<file path="config.mk">
export PLATFORM = sky130hd
export DESIGN_NAME = calc_key_player
export DESIGN_NICKNAME = d
export VERILOG_FILES = /design/src/rtl/calc_pkg.sv /design/src/rtl/calc_key_fifo.sv /design/src/rtl/calc_key_player.sv
export SDC_FILE = /design/constraint.sdc
export NUM_CORES = 1
export LEC_CHECK = 0
export BUFFER_PORTS_ARGS = -buffer_cell sky130_fd_sc_hd__buf_4
export CAP_MARGIN = 25
export CELL_PAD_IN_SITES_DETAIL_PLACEMENT = 2
export CELL_PAD_IN_SITES_GLOBAL_PLACEMENT = 2
export CORE_ASPECT_RATIO = 0.75
export CORE_UTILIZATION = 45
export CTS_CLUSTER_DIAMETER = 40
export CTS_CLUSTER_SIZE = 30
export DETAILED_ROUTE_END_ITERATION = 8
export PLACE_DENSITY_LB_ADDON = 0.1
export SLEW_MARGIN = 10
export SYNTH_ARGS = -nofsm -noshare
export SYNTH_HDL_FRONTEND = slang
export SYNTH_SLANG_ARGS = --single-unit
</file>
<file path="constraint.sdc">
create_clock -name clock -period 4.39 [get_ports clock]
set_input_delay 0.439 -clock clock [delete_from_list [all_inputs] [get_ports clock]]
set_output_delay 0.439 -clock clock [all_outputs]
set_load 0.01 [all_outputs]
</file>
<file path="src/rtl/calc_pkg.sv">
// Shared types for the calculator key player: command encoding, player FSM states, key-class helper.
// Latency: n/a (types and pure functions only).
// Backpressure: n/a.
package calc_pkg;

    // Command codes as seen on the calculator cmd port.
    typedef enum logic [3:0] {
        D0   = 4'd0,
        D1   = 4'd1,
        D2   = 4'd2,
        D3   = 4'd3,
        D4   = 4'd4,
        D5   = 4'd5,
        D6   = 4'd6,
        D7   = 4'd7,
        D8   = 4'd8,
        D9   = 4'd9,
        ADD  = 4'b1010,
        SUB  = 4'b1011,
        MUL  = 4'b1100,
        NOP  = 4'b1101,
        EQ   = 4'b1110,
        BKSP = 4'b1111
    } cmd_t;

    typedef enum logic [1:0] {
        KP_IDLE,
        KP_HOLD,
        KP_GAP
    } kp_state_t;

    // Hold/gap counter width; comfortably covers any sensible hold parameter.
    localparam int HOLD_CW = 16;

    function automatic logic is_op(input cmd_t c);
        return (c == ADD) || (c == SUB) || (c == MUL);
    endfunction

endpackage

</file>
<file path="src/rtl/calc_key_fifo.sv">
// Small key FIFO: DEPTH entries of 4-bit key codes, combinational head (dout), registered pointers/count.
// Latency: a push is visible at dout/count one edge later; pop takes effect on the same edge.
// Backpressure: full is asserted at DEPTH entries; the caller must not push when full nor pop when empty.
// Ports: clock, reset (async active-low), push/din, pop, dout (head), full, empty, count (occupancy).
module calc_key_fifo #(
    parameter int DEPTH = 8
) (
    input  logic                   clock,
    input  logic                   reset,
    input  logic                   push,
    input  logic [3:0]             din,
    input  logic                   pop,
    output logic [3:0]             dout,
    output logic                   full,
    output logic                   empty,
    output logic [$clog2(DEPTH):0] count
);
    localparam int AW = $clog2(DEPTH);

    logic [3:0]    mem_q [DEPTH];
    logic [AW-1:0] wr_ptr_q;
    logic [AW-1:0] rd_ptr_q;
    logic [AW:0]   cnt_q;

    // Storage needs no reset: entries are only read once count says they are valid.
    always_ff @(posedge clock) begin
        if (push) begin
            mem_q[wr_ptr_q] <= din;
        end
    end

    // DEPTH is a power of two, so pointers wrap by plain overflow.
    always_ff @(posedge clock or negedge reset) begin
        if (!reset) begin
            wr_ptr_q <= '0;
            rd_ptr_q <= '0;
            cnt_q    <= '0;
        end else begin
            if (push) begin
                wr_ptr_q <= wr_ptr_q + 1'b1;
            end
            if (pop) begin
                rd_ptr_q <= rd_ptr_q + 1'b1;
            end
            case ({push, pop})
                2'b10:   cnt_q <= cnt_q + 1'b1;
                2'b01:   cnt_q <= cnt_q - 1'b1;
                default: cnt_q <= cnt_q;
            endcase
        end
    end

    assign dout  = mem_q[rd_ptr_q];
    assign full  = (cnt_q == (AW+1)'(DEPTH));
    assign empty = (cnt_q == '0);
    assign count = cnt_q;

endmodule

</file>
<file path="src/rtl/calc_key_player.sv">
// Replays queued keystrokes onto the calculator cmd port, holding each for its class length, then a NOP gap.
// Latency: push into an empty, idle player reaches cmd on the 2nd edge; '=' holds long enough for multiply.
// Backpressure: key_ready drops while the FIFO is full; NOP/unknown codes are silently dropped at push.
// Ports: clock, reset (async active-low), key_valid/key_data/key_ready (push side),
//        cmd (registered command), busy, key_done (end-of-key pulse), count (queued keys).
module calc_key_player
    import calc_pkg::*;
#(
    parameter int DEPTH      = 8,
    parameter int DIGIT_HOLD = 10,
    parameter int OP_HOLD    = 15,
    parameter int EQ_HOLD    = 50,
    parameter int GAP        = 2
) (
    input  logic                   clock,
    input  logic                   reset,
    input  logic                   key_valid,
    input  logic [3:0]             key_data,
    output logic                   key_ready,
    output logic [3:0]             cmd,
    output logic                   busy,
    output logic                   key_done,
    output logic [$clog2(DEPTH):0] count
);
    localparam int CW = HOLD_CW;

    kp_state_t     state_q, state_d;
    logic [CW-1:0] cnt_q, cnt_d;
    logic [3:0]    cmd_q, cmd_d;
    logic          done_q, done_d;

    logic          fifo_full;
    logic          fifo_empty;
    logic [3:0]    head;
    logic          push;
    logic          pop;
    logic          load;

    function automatic logic [CW-1:0] hold_len(input logic [3:0] k);
        if (is_op(cmd_t'(k))) begin
            return CW'(OP_HOLD);
        end else if (k == EQ) begin
            return CW'(EQ_HOLD);
        end
        return CW'(DIGIT_HOLD);
    endfunction

    // NOP carries no keystroke, so it never occupies a FIFO slot.
    assign key_ready = !fifo_full;
    assign push      = key_valid && !fifo_full && (key_data != NOP);

    calc_key_fifo #(
        .DEPTH (DEPTH)
    ) u_fifo (
        .clock (clock),
        .reset (reset),
        .push  (push),
        .din   (key_data),
        .pop   (pop),
        .dout  (head),
        .full  (fifo_full),
        .empty (fifo_empty),
        .count (count)
    );

    always_comb begin
        state_d = state_q;
        cnt_d   = cnt_q;
        cmd_d   = cmd_q;
        pop     = 1'b0;
        load    = 1'b0;

        case (state_q)
            KP_IDLE: load = 1'b1;
            KP_HOLD: begin
                if (cnt_q == '0) begin
                    if (GAP > 0) begin
                        state_d = KP_GAP;
                        cmd_d   = NOP;
                        cnt_d   = CW'(GAP - 1);
                    end else begin
                        // No gap: the last hold cycle doubles as the idle cycle,
                        // so a queued key follows back-to-back.
                        load = 1'b1;
                    end
                end else begin
                    cnt_d = cnt_q - 1'b1;
                end
            end
            KP_GAP: begin
                if (cnt_q == '0) begin
                    state_d = KP_IDLE;
                end else begin
                    cnt_d = cnt_q - 1'b1;
                end
            end
            default: state_d = KP_IDLE;
        endcase

        if (load) begin
            if (!fifo_empty) begin
                pop     = 1'b1;
                state_d = KP_HOLD;
                cmd_d   = head;
                cnt_d   = hold_len(head) - 1'b1;
            end else begin
                state_d = KP_IDLE;
                cmd_d   = NOP;
                cnt_d   = '0;
            end
        end

        // key_done marks the final cycle of a key: last gap cycle, or last hold cycle when there is no gap.
        done_d = (cnt_d == '0) && ((state_d == KP_GAP) || ((GAP == 0) && (state_d == KP_HOLD)));
    end

    always_ff @(posedge clock or negedge reset) begin
        if (!reset) begin
            state_q <= KP_IDLE;
            cnt_q   <= '0;
            cmd_q   <= NOP;
            done_q  <= 1'b0;
        end else begin
            state_q <= state_d;
            cnt_q   <= cnt_d;
            cmd_q   <= cmd_d;
            done_q  <= done_d;
        end
    end

    assign cmd      = cmd_q;
    assign key_done = done_q;
    assign busy     = (state_q != KP_IDLE) || (count != '0);

endmodule

</file>
==> flow_metrics.py, run 1 <==
metrics = {
    "outcome": {
        "status": "completed",
    },
    "sta": {
        "setup-violations-final": 0,
        "setup_ws_ps": 799,
        "hold_viol_final": 0,
        "fin_crit_sh": 0.818,
        "setup_tns_ps": 0,
        "clock_skew_ps": 10.9,
        "slew_headroom": 0.286,
        "worstMarginPinSlew_ps": 1060,
        "maxSlewViolCount": 0,
        "rsz0062_at_grt": "false",
        "fmax_ghz": 0.278,
        "period_needed_ps": 3590,
        "holdWs_ps": 23.5,
    },
    "clock_tree": {
        "cts_hold_buffers": 0,
        "clock-root-buffer": "clkbuf_8",
        "cts-resized-gates": 0,
        "cts_htree_levels": 3,
        "cts_tree": "done",
        "clk_pin_slew_ps": 70,
        "cts_made_buffers": 9,
        "clockBufferDepth": 2,
        "cts_setup_buffers": 0,
        "cts_sinks": 65,
        "clk_latency_ps": 370,
    },
    "floorplanning": {
        "io_pins": 18,
        "die-area_mm2": 0.00776,
        "initial_core_util": 0.477,
        "die_w_um": 101,
        "coreArea_mm2": 0.00699,
        "die_h_um": 76.6,
        "rows": 26,
    },
    "grt": {
        "grt_max_degree": 34,
        "antenna_found_initial": 1,
        "grt_pass1_vias": 2846,
        "grt.overflow.total": 0,
        "grt_pass1_wl_um": 17600,
        "grtUsageTotal": 0.328,
    },
    "power": {
        "power.density_mw_per_mm2": 827,
        "static-leakage-power_nw": 1.46,
        "peakVddDrop_mv": 0.295,
        "fin_total_pwr_mw": 3.06,
    },
    "placed_design": {
        "placed_area_mm2": 0.00354,
        "dp.cells": 389,
        "place.gp.congestion": 0.836,
        "dp_slack_ps": 849,
        "io_buffers": 17,
        "dp_hpwl_um": 8570,
    },
    "layout": {
        "fin_nets": 321,
        "nFillCells": 701,
        "fin_util": 0.529,
        "seqCellArea_mm2": 0.00179,
        "multiInputGateArea_mm2": 0.00143,
        "area_growth_pct": 10.9,
        "finalNonFillerCells": 406,
        "drive_gt1_frac": 0.179,
        "fin_area_mm2": 0.00370,
    },
    "worst_setup_path": {
        "r2r-start": "cnt_q[0]",
        "crit_cells": 12,
        "slowest_stage": "nor4_4",
        "crit_family": "simple AND/OR/NAND/NOR gates",
        "r2r_setup_slack_ps": 800,
        "crit_arrival_ps": 3860,
        "required_ps": 4660,
        "critPathCaptureType": "register",
        "critPathMaxFanout": 11,
        "path_cells": "inv_1 -> ha_1 -> or4b_4 -> nor4_4 -> inv_6 -> ha_1 -> nand2_1 -> a21oi_1 -> a21oi_1 -> o22a_1 -> or4bb_1 -> nor4_2",
        "r2r_cells": 12,
        "worstSetupStartpoint": "cnt_q[0]",
        "cp_num_buf_inv": 2,
        "crit_type": "register to register",
        "critPathMaxStageDelay_ps": 670,
        "start_kind": "register",
    },
    "yosys": {
        "yosys.area.top_type": "edfxtp_1",
        "netlist_area_mm2": 0.00334,
        "synth-edff-count": 32,
        "ys_seq_elements": 65,
        "syn_nets": 301,
        "synth-seq-area-share": 0.537,
        "synth_commonest_cells": "32 x edfxtp_1, 30 x dfrtp_1, 25 x nand2_1",
        "yosysTopAreaCellShare": 0.288,
        "ys_top_cells_by_area": "edfxtp_1 29%, dfrtp_1 23%, mux4_2 5.4%",
        "syn_avg_cell_area_um2": 11.8,
        "synth_most_common_cell": "edfxtp_1",
        "synth_cell_types": 57,
        "synthArstFlopShare": 0.508,
        "synthFlopType": "edfxtp_1",
        "syn_inst": 282,
        "yosys_warnings": 0,
    },
    "drt": {
        "post-route-drc-count": 0,
        "wl_per_cell_um": 28.4,
        "ant_nets": 0,
        "first_iter_violations": 208,
        "viasPerCell": 6.45,
        "routed_wl_um": 11500,
        "num_vias": 2620,
        "drt-pass1-iter-count": 5,
    },
    "flow_run": {
        "drv_cap": 0,
    },
    "hold_path": {
        "hold_path_class": "input port to asynchronous set/reset pin",
    },
}
[kinds of logic after synthesis]
| logic type | Yosys count | synth area share |
|---|---|---|
| and+or+nand+nor | 109 | 0.186 |
| DFF | 65 | 0.537 |
| AOI/OAI and AO/OA | 50 | 0.105 |
| buffers and inverters | 25 | 0.0345 |
| muxes | 13 | 0.0694 |
| adders and majority gates | 12 | 0.0473 |
| xor gates and xnor gates | 8 | 0.0210 |
[sequential cells by signal, summed over array words and instances, names as in the netlist]
| name | cells |
|---|---|
| cmd | 4 |
| state_q | 2 |
| u_fifo.mem_q | 32 |
| u_fifo.rd_ptr_q | 3 |
| u_fifo.wr_ptr_q | 3 |
| cnt_q | 16 |
| key_done | 1 |
| u_fifo.count | 4 |
[cells in the final DEF (no fill, tap or decap), drive strengths merged, types with 10 or more instances in the layout]
master,instances
nand2,25
ha,11
nor3,10
o21ai,15
dfrtp,30
edfxtp,32
inv,16
a21oi,12
nor2,23
buf,18
clkbuf,11
nor4,10
[layout make-up]
cell class,count,share of cell area
inverter,16,0.0176
antenna,1,0.000676
clock inverter,5,0.00609
sequential,65,0.484
timing repair buffer,18,0.0365
clock buffer,11,0.0355
tap,98,0.0331
multi-input combinational,192,0.387
[layer usage]
layer / up-vias / routed length, um / GRT usage
met4: 0 / 317 / 0.120
met5: - / 0 / 0
met2: 122 / 5500 / 0.518
li1: 1109 / - / -
met3: 27 / 747 / 0.0936
met1: 1362 / 4970 / 0.429
[final timing paths]
| path | end |
|---|---|
| setup / recovery | key_done |
| hold / removal | u_fifo.rd_ptr_q[2] |
| setup reg to reg | key_done |
| hold reg to reg | u_fifo.wr_ptr_q[2] |
| max in group asynchronous | cmd[0] |
| min in group clock | u_fifo.mem_q[0][1] |
[worst reg2reg max path, cell delays in order, from the launching register on]
cell and delay [ps]:
dfrtp_1 460, inv_1 120, ha_1 180, or4b_4 530
nor4_4 670, inv_6 110, ha_1 310, nand2_1 60
a21oi_1 80, a21oi_1 180, o22a_1 210, or4bb_1 420
nor4_2 160
[where the power goes]
group          internal [mW]  switching [mW]
Clock                  0.198           0.235
Sequential             0.814           0.214
Combinational          0.577            1.02
Total                   1.59            1.47
Note: power is estimated with default switching activity, not from simulation.
==> run 2: changes to the inputs <==
--- a/config.mk
+++ b/config.mk
@@ -10,7 +10,7 @@
 export CELL_PAD_IN_SITES_DETAIL_PLACEMENT = 2
 export CELL_PAD_IN_SITES_GLOBAL_PLACEMENT = 2
 export CORE_ASPECT_RATIO = 0.75
-export CORE_UTILIZATION = 45
+export CORE_UTILIZATION = 42
 export CTS_CLUSTER_DIAMETER = 40
 export CTS_CLUSTER_SIZE = 30
 export DETAILED_ROUTE_END_ITERATION = 8
==> constraint.sdc (replaced) <==
create_clock -name clock -period 3.4 [get_ports clock]
set_input_delay 0.34 -clock clock [delete_from_list [all_inputs] [get_ports clock]]
set_output_delay 0.34 -clock clock [all_outputs]
set_load 0.01 [all_outputs]
==> flow_metrics.py, run 2 (synthesis results as in run 1) <==
metrics = {
    "drt": {
        "drt-pass1-iter-count": 4,
        "first_iter_violations": 170,
        "met2WireLength_um": 5910,
        "num_vias": 2671,
        "wl_per_cell_um": 28.6,
        "viasPerCell": 6.23,
        "ant_nets": 0,
        "post-route-drc-count": 0,
        "top_layer_used": "met4",
        "wl_met1_um": 5310,
        "routed_wl_um": 12300,
        "wl_met3_um": 801,
    },
    "layout": {
        "final_common_cell": "buf_4",
        "drive_gt1_frac": 0.268,
        "reg_top3": "u_fifo.mem_q: 32 flops, cnt_q: 16 flops",
        "final_cell_mix": "38 x buf_4, 32 x edfxtp_1, 28 x dfrtp_1, 25 x nand2_1, 23 x nor2_1",
        "n_antenna_cell": 0,
        "largest_register_ffs": 32,
        "fin_nets": 342,
        "nFillCells": 752,
        "area_growth_pct": 19.7,
        "largest_register": "u_fifo.mem_q",
    },
    "clock_tree": {
        "clockBufferDepth": 2,
        "cts_htree_levels": 3,
        "cts_sinks": 65,
        "cts_made_buffers": 9,
        "clk_pin_slew_ps": 80,
        "cts_tree": "done",
        "clk_latency_ps": 360,
        "clock-root-buffer": "clkbuf_8",
    },
    "worst_setup_path": {
        "start_kind": "register",
        "crit_arrival_ps": 3750,
        "required_ps": 3650,
        "r2r-start": "cnt_q[0]",
        "critPathMaxFanout": 5,
        "r2r_cells": 12,
        "crit_type": "register to register",
        "critPathCaptureType": "register",
        "r2r_end": "key_done",
        "r2r_setup_slack_ps": -100,
    },
    "placed_design": {
        "io_buffers": 17,
        "place.gp.congestion": 0.822,
        "dp_slack_ps": 157,
        "dp_hpwl_um": 8380,
    },
    "floorplanning": {
        "io_pins": 18,
        "initial_core_util": 0.445,
        "coreArea_mm2": 0.00750,
        "die_w_um": 105,
        "die_h_um": 79.2,
        "rows": 27,
        "die-area_mm2": 0.00831,
    },
    "sta": {
        "fmax_ghz": 0.286,
        "clock_skew_ps": 7.49,
        "period_needed_ps": 3500,
        "fin_crit_sh": 1.03,
        "setup-violations-final": 1,
        "slew_headroom": 0.402,
        "setup_ws_ps": -101,
        "worstMarginPinSlew_ps": 889,
        "hold_viol_final": 0,
        "maxSlewViolCount": 0,
        "setup_tns_ps": -101,
    },
    "grt": {
        "grt_max_degree": 34,
        "grt_pass1_wl_um": 18100,
        "antenna_found_initial": 0,
        "grt_pass1_vias": 2942,
        "grt.overflow.total": 0,
        "grtUsageTotal": 0.304,
    },
    "hold_path": {
        "hold_depth": 1,
        "hold_path_class": "input port to register",
        "hold_path_end": "u_fifo.mem_q[7][1]",
        "hold_start": "key_data[1]",
    },
    "outcome": {
        "violations": "setup timing",
        "status": "complete, but fails checks",
    },
    "power": {
        "power.density_mw_per_mm2": 1140,
        "static-leakage-power_nw": 1.60,
        "peakVddDrop_mv": 0.634,
    },
    "flow_run": {
        "drv_cap": 0,
    },
}
==> run 2: cell count changes in the layout (fill, tap and decap cells not counted), sizes merged <==
cell         change
buf             +20
clkinvlp         +2
clkbuf           -2
bufinv           +3
inv              -1
diode            -1
dlygate4sd3      +1
clkinv           -2
==> run 2: area by class of cell <==
type / instances / area, um2 / area share
inverters: 16 / 65.1 / 0.0163
multi-input cells: 192 / 1470 / 0.368
repair buffers: 39 / 295 / 0.0739
flip-flops and latches: 65 / 1790 / 0.449
clock inverters: 7 / 119 / 0.0298
well taps: 101 / 126 / 0.0316
clock buffers: 9 / 124 / 0.0310
==> run 2: worst max path at each step <==
stage	start	endpoint	slack [ps]	cells past startpoint
after floorplan	cnt_q[0]	key_done	530	10
after global placement	cnt_q[0]	key_done	350	9
after detailed placement	cnt_q[0]	key_done	160	10
after CTS	cnt_q[0]	key_done	30	10
after global routing	cnt_q[0]	key_done	-150	12
final	cnt_q[0]	key_done	-100	12
==> run 2: through the flow <==
| step | instances | hold WS, ps | power, mW | utilization | instance area (um2) |
|---|---|---|---|---|---|
| after floorplan | 282 | 44.4 | 2.58 | - | 3340 |
| after global placement | 403 | 323 | 3.21 | 0.484 | 3630 |
| after detailed placement | 403 | 333 | 3.42 | 0.484 | 3630 |
| after CTS | 420 | 233 | 4.30 | 0.518 | 3880 |
| after global routing | 429 | 230 | 4.75 | 0.533 | 3990 |
| final | 429 | 240 | 4.53 | 0.533 | 3990 |
==> run 2: what timing repair did <==
item,in CTS,in global routing
resized for setup,0,11
setup buffers,0,9
hold endpoints to repair,30,0
endpoints found under the setup margin,0,1
hold buffers,1,0
==> run 2: per-layer routing <==
layer,track usage,vias to the layer above
met5,0,-
met4,0.118,0
met3,0.0525,21
met2,0.495,103
met1,0.408,1396
li1,-,1151
==> run 2: where the power goes <==
part,switching [mW],internal (mW),total [mW]
clock network,0.334,0.487,0.821
logic,1.43,0.955,2.38
registers,0.278,1.05,1.33
==> run 2: worst max-delay path, cell delays in order (launching register included) <==
cell      delay, ps
dfrtp_2         460
inv_2           110
ha_4            150
or4b_4          510
nor4_4          390
clkinv_4        140
ha_4            230
nand2_1          80
a21oi_1         100
a21oi_1         240
o22a_1          250
or4bb_1         430
nor4_2          300
